<file path="config.mk">
export PLATFORM = sky130hd
export DESIGN_NAME = seq_divider
export DESIGN_NICKNAME = d
export VERILOG_FILES = /design/src/rtl/div_pkg.sv /design/src/rtl/div_step.sv /design/src/rtl/seq_divider.sv
export SDC_FILE = /design/constraint.sdc
export NUM_CORES = 1
export LEC_CHECK = 0
export BUFFER_PORTS_ARGS = -buffer_cell sky130_fd_sc_hd__clkbuf_2
export CAP_MARGIN = 20
export CORE_MARGIN = 10
export CORE_UTILIZATION = 39
export DETAILED_ROUTE_END_ITERATION = 12
export GPL_ROUTABILITY_DRIVEN = 1
export GPL_TIMING_DRIVEN = 0
export PLACE_DENSITY = 0.64
export RECOVER_POWER = 100
export SYNTH_ARGS = -nofsm -noshare
export SYNTH_HDL_FRONTEND = slang
export SYNTH_SLANG_ARGS = --single-unit
export TNS_END_PERCENT = 50
</file>
<file path="constraint.sdc">
create_clock -name clk -period 3.8 [get_ports clk]
set_input_delay 0.57 -clock clk [delete_from_list [all_inputs] [get_ports clk]]
set_output_delay 0.57 -clock clk [all_outputs]
set_load 0.1 [all_outputs]
</file>
<file path="src/rtl/div_pkg.sv">
// Shared types and helpers for the sequential divider.
package div_pkg;

    localparam int DIV_WIDTH_DEFAULT = 64;
    // Widest operand the sign helper supports; narrower operands are zero-extended into it.
    localparam int DIV_MAX_WIDTH     = 128;

    typedef enum logic [1:0] {
        IDLE = 2'd0,
        RUN  = 2'd1,
        ZERO = 2'd2,
        DONE = 2'd3
    } div_state_t;

    // Two's-complement negate when requested; callers truncate back to their own width.
    function automatic logic [DIV_MAX_WIDTH-1:0] div_cond_negate(
        input logic [DIV_MAX_WIDTH-1:0] value,
        input logic                     negate
    );
        logic [DIV_MAX_WIDTH-1:0] result;
        if (negate) begin
            result = ~value + {{(DIV_MAX_WIDTH-1){1'b0}}, 1'b1};
        end else begin
            result = value;
        end
        return result;
    endfunction

endpackage

</file>
<file path="src/rtl/div_step.sv">
// One combinational restoring-division iteration: shift {rem,quo} left, trial subtract, select.
module div_step
    import div_pkg::*;
#(
    parameter int WIDTH = DIV_WIDTH_DEFAULT
) (
    input  logic [WIDTH-1:0] rem,
    input  logic [WIDTH-1:0] quo,
    input  logic [WIDTH-1:0] divisor_mag,
    output logic [WIDTH-1:0] next_rem,
    output logic [WIDTH-1:0] next_quo
);

    logic [WIDTH:0] shifted_s;
    logic [WIDTH:0] trial_s;
    logic           fits_s;

    // Shifted remainder is < 2*divisor, so the WIDTH+1-bit difference never overflows its sign bit.
    always_comb begin
        shifted_s = {rem, quo[WIDTH-1]};
        trial_s   = shifted_s + ~{1'b0, divisor_mag} + {{WIDTH{1'b0}}, 1'b1};
        fits_s    = ~trial_s[WIDTH];
        if (fits_s) begin
            next_rem = trial_s[WIDTH-1:0];
        end else begin
            next_rem = shifted_s[WIDTH-1:0];
        end
        next_quo = {quo[WIDTH-2:0], fits_s};
    end

endmodule

</file>
<file path="src/rtl/seq_divider.sv">
// Multi-cycle radix-2 restoring divider producing quotient and remainder, unsigned or signed.
// Define SEQ_DIVIDER_EARLY_OUT_EN to take the two-cycle short path whenever |dividend| < |divisor|.
module seq_divider
    import div_pkg::*;
#(
    parameter int WIDTH = DIV_WIDTH_DEFAULT
) (
    input  logic             clk,
    input  logic             reset,
    input  logic             start,
    input  logic             signed_op,
    input  logic [WIDTH-1:0] dividend,
    input  logic [WIDTH-1:0] divisor,
    output logic             busy,
    output logic             done,
    output logic [WIDTH-1:0] quotient,
    output logic [WIDTH-1:0] remainder,
    output logic             div_by_zero
);

    localparam int               CNT_W     = $clog2(WIDTH) + 1;
    localparam logic [CNT_W-1:0] LAST_STEP = CNT_W'(WIDTH);
    localparam logic [CNT_W-1:0] ZERO_HOLD = CNT_W'(1);
    localparam logic [CNT_W-1:0] CNT_ONE   = CNT_W'(1);

    div_state_t       state_r;
    logic [CNT_W-1:0] count_r;
    logic [WIDTH-1:0] rem_r;
    logic [WIDTH-1:0] quo_r;
    logic [WIDTH-1:0] divisor_mag_r;
    logic [WIDTH-1:0] dividend_r;
    logic             neg_quo_r;
    logic             neg_rem_r;
    logic             divisor_zero_r;

    logic             dividend_neg_s;
    logic             divisor_neg_s;
    logic [WIDTH-1:0] dividend_mag_s;
    logic [WIDTH-1:0] divisor_mag_s;
    logic             divisor_zero_s;
    logic             short_path_s;
    logic [WIDTH-1:0] next_rem_s;
    logic [WIDTH-1:0] next_quo_s;
    logic [WIDTH-1:0] quo_fixed_s;
    logic [WIDTH-1:0] rem_fixed_s;

    // Operand magnitudes and the short-path decision, evaluated on the live inputs at capture
    always_comb begin
        dividend_neg_s = signed_op & dividend[WIDTH-1];
        divisor_neg_s  = signed_op & divisor[WIDTH-1];
        dividend_mag_s = WIDTH'(div_cond_negate(DIV_MAX_WIDTH'(dividend), dividend_neg_s));
        divisor_mag_s  = WIDTH'(div_cond_negate(DIV_MAX_WIDTH'(divisor), divisor_neg_s));
        divisor_zero_s = (divisor == {WIDTH{1'b0}});
`ifdef SEQ_DIVIDER_EARLY_OUT_EN
        if (divisor_zero_s || (dividend_mag_s < divisor_mag_s)) begin
            short_path_s = 1'b1;
        end else begin
            short_path_s = 1'b0;
        end
`else
        short_path_s = divisor_zero_s;
`endif
    end

    // Sign fixup applied to the final magnitudes
    always_comb begin
        quo_fixed_s = WIDTH'(div_cond_negate(DIV_MAX_WIDTH'(quo_r), neg_quo_r));
        rem_fixed_s = WIDTH'(div_cond_negate(DIV_MAX_WIDTH'(rem_r), neg_rem_r));
    end

    div_step #(
        .WIDTH(WIDTH)
    ) u_step (
        .rem        (rem_r),
        .quo        (quo_r),
        .divisor_mag(divisor_mag_r),
        .next_rem   (next_rem_s),
        .next_quo   (next_quo_s)
    );

    // Control FSM, iteration datapath and registered outputs
    always_ff @(posedge clk) begin
        if (reset) begin
            state_r        <= IDLE;
            count_r        <= {CNT_W{1'b0}};
            rem_r          <= {WIDTH{1'b0}};
            quo_r          <= {WIDTH{1'b0}};
            divisor_mag_r  <= {WIDTH{1'b0}};
            dividend_r     <= {WIDTH{1'b0}};
            neg_quo_r      <= 1'b0;
            neg_rem_r      <= 1'b0;
            divisor_zero_r <= 1'b0;
            busy           <= 1'b0;
            done           <= 1'b0;
            quotient       <= {WIDTH{1'b0}};
            remainder      <= {WIDTH{1'b0}};
            div_by_zero    <= 1'b0;
        end else begin
            case (state_r)
                IDLE, DONE: begin
                    done <= 1'b0;
                    if (start) begin
                        rem_r          <= {WIDTH{1'b0}};
                        quo_r          <= dividend_mag_s;
                        divisor_mag_r  <= divisor_mag_s;
                        dividend_r     <= dividend;
                        neg_quo_r      <= dividend_neg_s ^ divisor_neg_s;
                        neg_rem_r      <= dividend_neg_s;
                        divisor_zero_r <= divisor_zero_s;
                        count_r        <= {CNT_W{1'b0}};
                        busy           <= 1'b1;
                        state_r        <= short_path_s ? ZERO : RUN;
                    end else begin
                        busy <= 1'b0;
                    end
                end
                // Short path: held two cycles so its latency is fixed regardless of cause
                ZERO: begin
                    if (count_r == ZERO_HOLD) begin
                        quotient    <= {WIDTH{1'b0}};
                        remainder   <= dividend_r;
                        div_by_zero <= divisor_zero_r;
                        done        <= 1'b1;
                        busy        <= 1'b0;
                        state_r     <= DONE;
                    end else begin
                        count_r <= count_r + CNT_ONE;
                    end
                end
                RUN: begin
                    if (count_r == LAST_STEP) begin
                        quotient    <= quo_fixed_s;
                        remainder   <= rem_fixed_s;
                        div_by_zero <= 1'b0;
                        done        <= 1'b1;
                        busy        <= 1'b0;
                        state_r     <= DONE;
                    end else begin
                        rem_r   <= next_rem_s;
                        quo_r   <= next_quo_s;
                        count_r <= count_r + CNT_ONE;
                    end
                end
                default: begin
                    state_r <= IDLE;
                    busy    <= 1'b0;
                    done    <= 1'b0;
                end
            endcase
        end
    end

endmodule

</file>
==> impl_metrics.tcl <==
set metrics [dict create \
    status "complete, but fails checks" \
    violations "setup timing" \
    syn2layout_area_growth_pct 18.84 \
    ff2ff_setup_slack_ns -0.05 \
    cts_buffers 45 \
    fp.dieW_microns 270.7 \
    pin_count 263 \
    wl_microns 96450 \
    clk_path_buf_depth 3 \
    irDropWorstVdd_mv 0.4342 \
    start_kind "flip-flop" \
    core_area_sq_mm 0.06194 \
    drive_gt1_share_pct 9.765 \
    first_pass_iters 6 \
    clockRootBuffer "clkbuf_16" \
    dp_hpwl_microns 76330 \
    drv_cap 0 \
    clock_sinks 399 \
    synthesis.area_sq_mm 0.02451 \
    port-buffer-count 262 \
    max_slew.worst_pin.slew_ns 1.254 \
    regArea_sq_mm 0.008016 \
    ys_ff_latch 399 \
    power_density_mw_per_mm2 689.7 \
    crit_slowest_cell "or4_4" \
    yosys_warnings 0 \
    crit_arrival_ns 4.30 \
    dieArea_sq_mm 0.07328 \
    rsz0062_at_grt "yes" \
    worstPathRequired_ns 4.25 \
    fmax_mhz 259.5 \
    maxSlewViolCount 0 \
    tns_ns -0.08631 \
    die_height_microns 270.7 \
    worstHoldPathType "in2reg" \
    setup_ws_ns -0.05332 \
    multi_input_area_sq_mm 0.01575 \
    drc 0 \
    fin_nets 3837 \
    drt_iter0_drc 2178 \
    critPathCaptureType "flip-flop" \
    critPathKind "reg2reg" \
    finalHoldViolations 0 \
    fin_util_pct 47.03 \
    synth_cell_type_count 70 \
    synth_cells 3287 \
    hold_buffers 0 \
    dp.cells 4389 \
    gp_congestion 1.021 \
    yosysSeqAreaShare_pct 32.59 \
    setup_viol 2 \
    reg2reg_depth 11 \
    syn_area_per_cell_sq_um 7.457 \
    grt_pass1_vias 23490 \
    wl_per_cell_microns 21.41 \
    clock_skew_ns 0.03072 \
    synthArstFlopShare_pct 0 \
    synth-edff-count 0 \
    cts_tree "done" \
    post-route-min-period_ns 3.853 \
    place_ws_ns -1.482 \
    p_leak_uw 0.01095 \
    path_max_fanout 5 \
    grt_max_degree 14 \
    slowest_delay_ns 0.53 \
    via_count 25020 \
    cts.reportedPaths.clkPinSlew_ns 0.07 \
    cts_max_level 2 \
    rows 91 \
    drtAntennaViolNets 0 \
    min_period_over_period_pct 101.4 \
    clkLatencyLatePin_ns 0.61 \
    drt-vias-per-instance 5.553 \
    maxSlewHeadroom_pct 16.74 \
    instances_no_fill 4506 \
    globalRouteOverflowTotal 0 \
    antenna_found_initial 5 \
    whs_path_depth 3 \
    synth-main-ff-cell "dfxtp_1" \
    initial_core_util_pct 39.57 \
    crit_chain "or4_4 > or3_4 > or3_4 > or4_4 > or3_4 > or4_4 > o41ai_4 > xor2_1 > a211oi_2 > a21oi_1 > nor2_1" \
    grt_first_pass_wirelength_microns 141900 \
    n_fill_cell 6431 \
    grt_use_total_pct 24.65 \
    synth.net_count 3493 \
]
path summary, 6_finish.rpt:
| check | from | end |
|---|---|---|
| worst min register to register | quotient[57] | quotient[57] |
| worst min-delay path | dividend[62] | dividend_r[62] |
| worst max-delay path | rem_r[26] | remainder[59] |
| worst max register to register | rem_r[26] | remainder[59] |
worst max-delay path: cells and delay by family (launching register included):
| kind | cells | cell delay, ns |
|---|---|---|
| and+or+nand+nor | 7 | 2.68 |
| AOI/OAI and AO/OA | 3 | 0.46 |
| DFF | 1 | 0.35 |
| xor gates and xnor gates | 1 | 0.21 |
logic make-up (layout without fill, tap and decap cells):
kind of cell               count (synthesis)  after routing  synth area share [%]
AOI/OAI and AO/OA                        982            982                 24.57
muxes                                     59             59                 2.409
other                                      0              3                     0
buffers and inverters                    320            699                 4.951
DFF                                      399            399                 32.59
adders and majority gates                 74             74                 3.808
and+or+nand+nor                         1151           1151                 20.88
xor gates and xnor gates                 302            302                 10.79
final cells by class:
type                       count  share of cell area [%]
tap                          837                   3.595
buffer                       211                   3.050
clock buffer                  59                   4.360
inverter                     103                   1.336
timing repair buffer         303                   5.240
antenna                        3                 0.02577
sequential                   399                   27.52
multi-input combinational   2568                   54.07
clock inverter                23                  0.8032
metal layers:
metal	track usage, %	share of wire, %	vias to the layer above
li1	-	-	12250
met1	32.28	44	11670
met2	39.77	45	937
met3	3.432	6.9	167
met4	10.92	4.3	4
met5	0	0.024	-
power breakdown:
group,switching [uW],internal [uW],total [uW]
clock network,1910,2580,4480
registers,838,5060,5900
logic,7060,2650,9710
cell usage after synthesis (28+ instances only):
cell type	count	area [sq um]
nor2_1	337	1265
mux2i_1	59	590.6
a22oi_1	40	300.3
or4_1	31	232.7
nand4_1	30	187.7
dfxtp_1	399	7988
o21ai_0	221	1106
nor4_1	34	212.7
inv_1	103	386.6
a21o_1	43	322.8
o31ai_1	53	397.9
ha_1	73	913.4
nand3_1	28	140.1
xor2_1	160	1401
o41ai_1	29	254.0
o21ai_1	36	180.2
a211oi_1	111	833.3
a21oi_1	340	1702
xnor2_1	142	1244
nor3_1	38	190.2
or3_1	39	244.0
clkbuf_1	192	720.7
nand2_1	525	1971
state kept, by name (all words and copies together) (netlist names):
register and cells:
dividend_r 64, divisor_mag_r 64, quo_r 64, quotient 64, rem_r 64, remainder 64, count_r 7, state_r 2
busy 1, div_by_zero 1, divisor_zero_r 1, done 1, neg_quo_r 1, neg_rem_r 1
what timing repair did:
item,in CTS,in global routing
cloned,0,4
setup endpoints to repair,96,107
resized for setup,47,93
pin swaps,9,22
setup buffers,10,24
per-stage QoR:
stage          hold WS, ns  instance area (sq um)  power (uW)
2_1_floorplan       0.4271                  24520       12510
3_3_place_gp        0.4357                  26880       15200
3_5_place_dp        0.4421                  26930       15250
4_1_cts             0.2217                  28740       19840
5_1_grt             0.2604                  29130       21260
6_report            0.2525                  29130       20090
cell usage in the layout (no fill, tap or decap), types with 26 or more instances in the layout:
cell / n
a211oi_1: 109
xor2_1: 158
clkbuf_2: 130
ha_1: 70
a21oi_1: 334
nand3_1: 28
nor2_1: 334
or3_1: 39
dfxtp_1: 386
inv_1: 102
nand2_1: 524
nor3_1: 34
o41ai_1: 26
a21o_1: 43
o21ai_0: 215
mux2i_1: 58
xnor2_1: 140
clkbuf_1: 331
o21ai_1: 40
clkbuf_16: 49
a22oi_1: 40
nand4_1: 30
buf_4: 33
o31ai_1: 51
(Power assumes the default switching activity.)
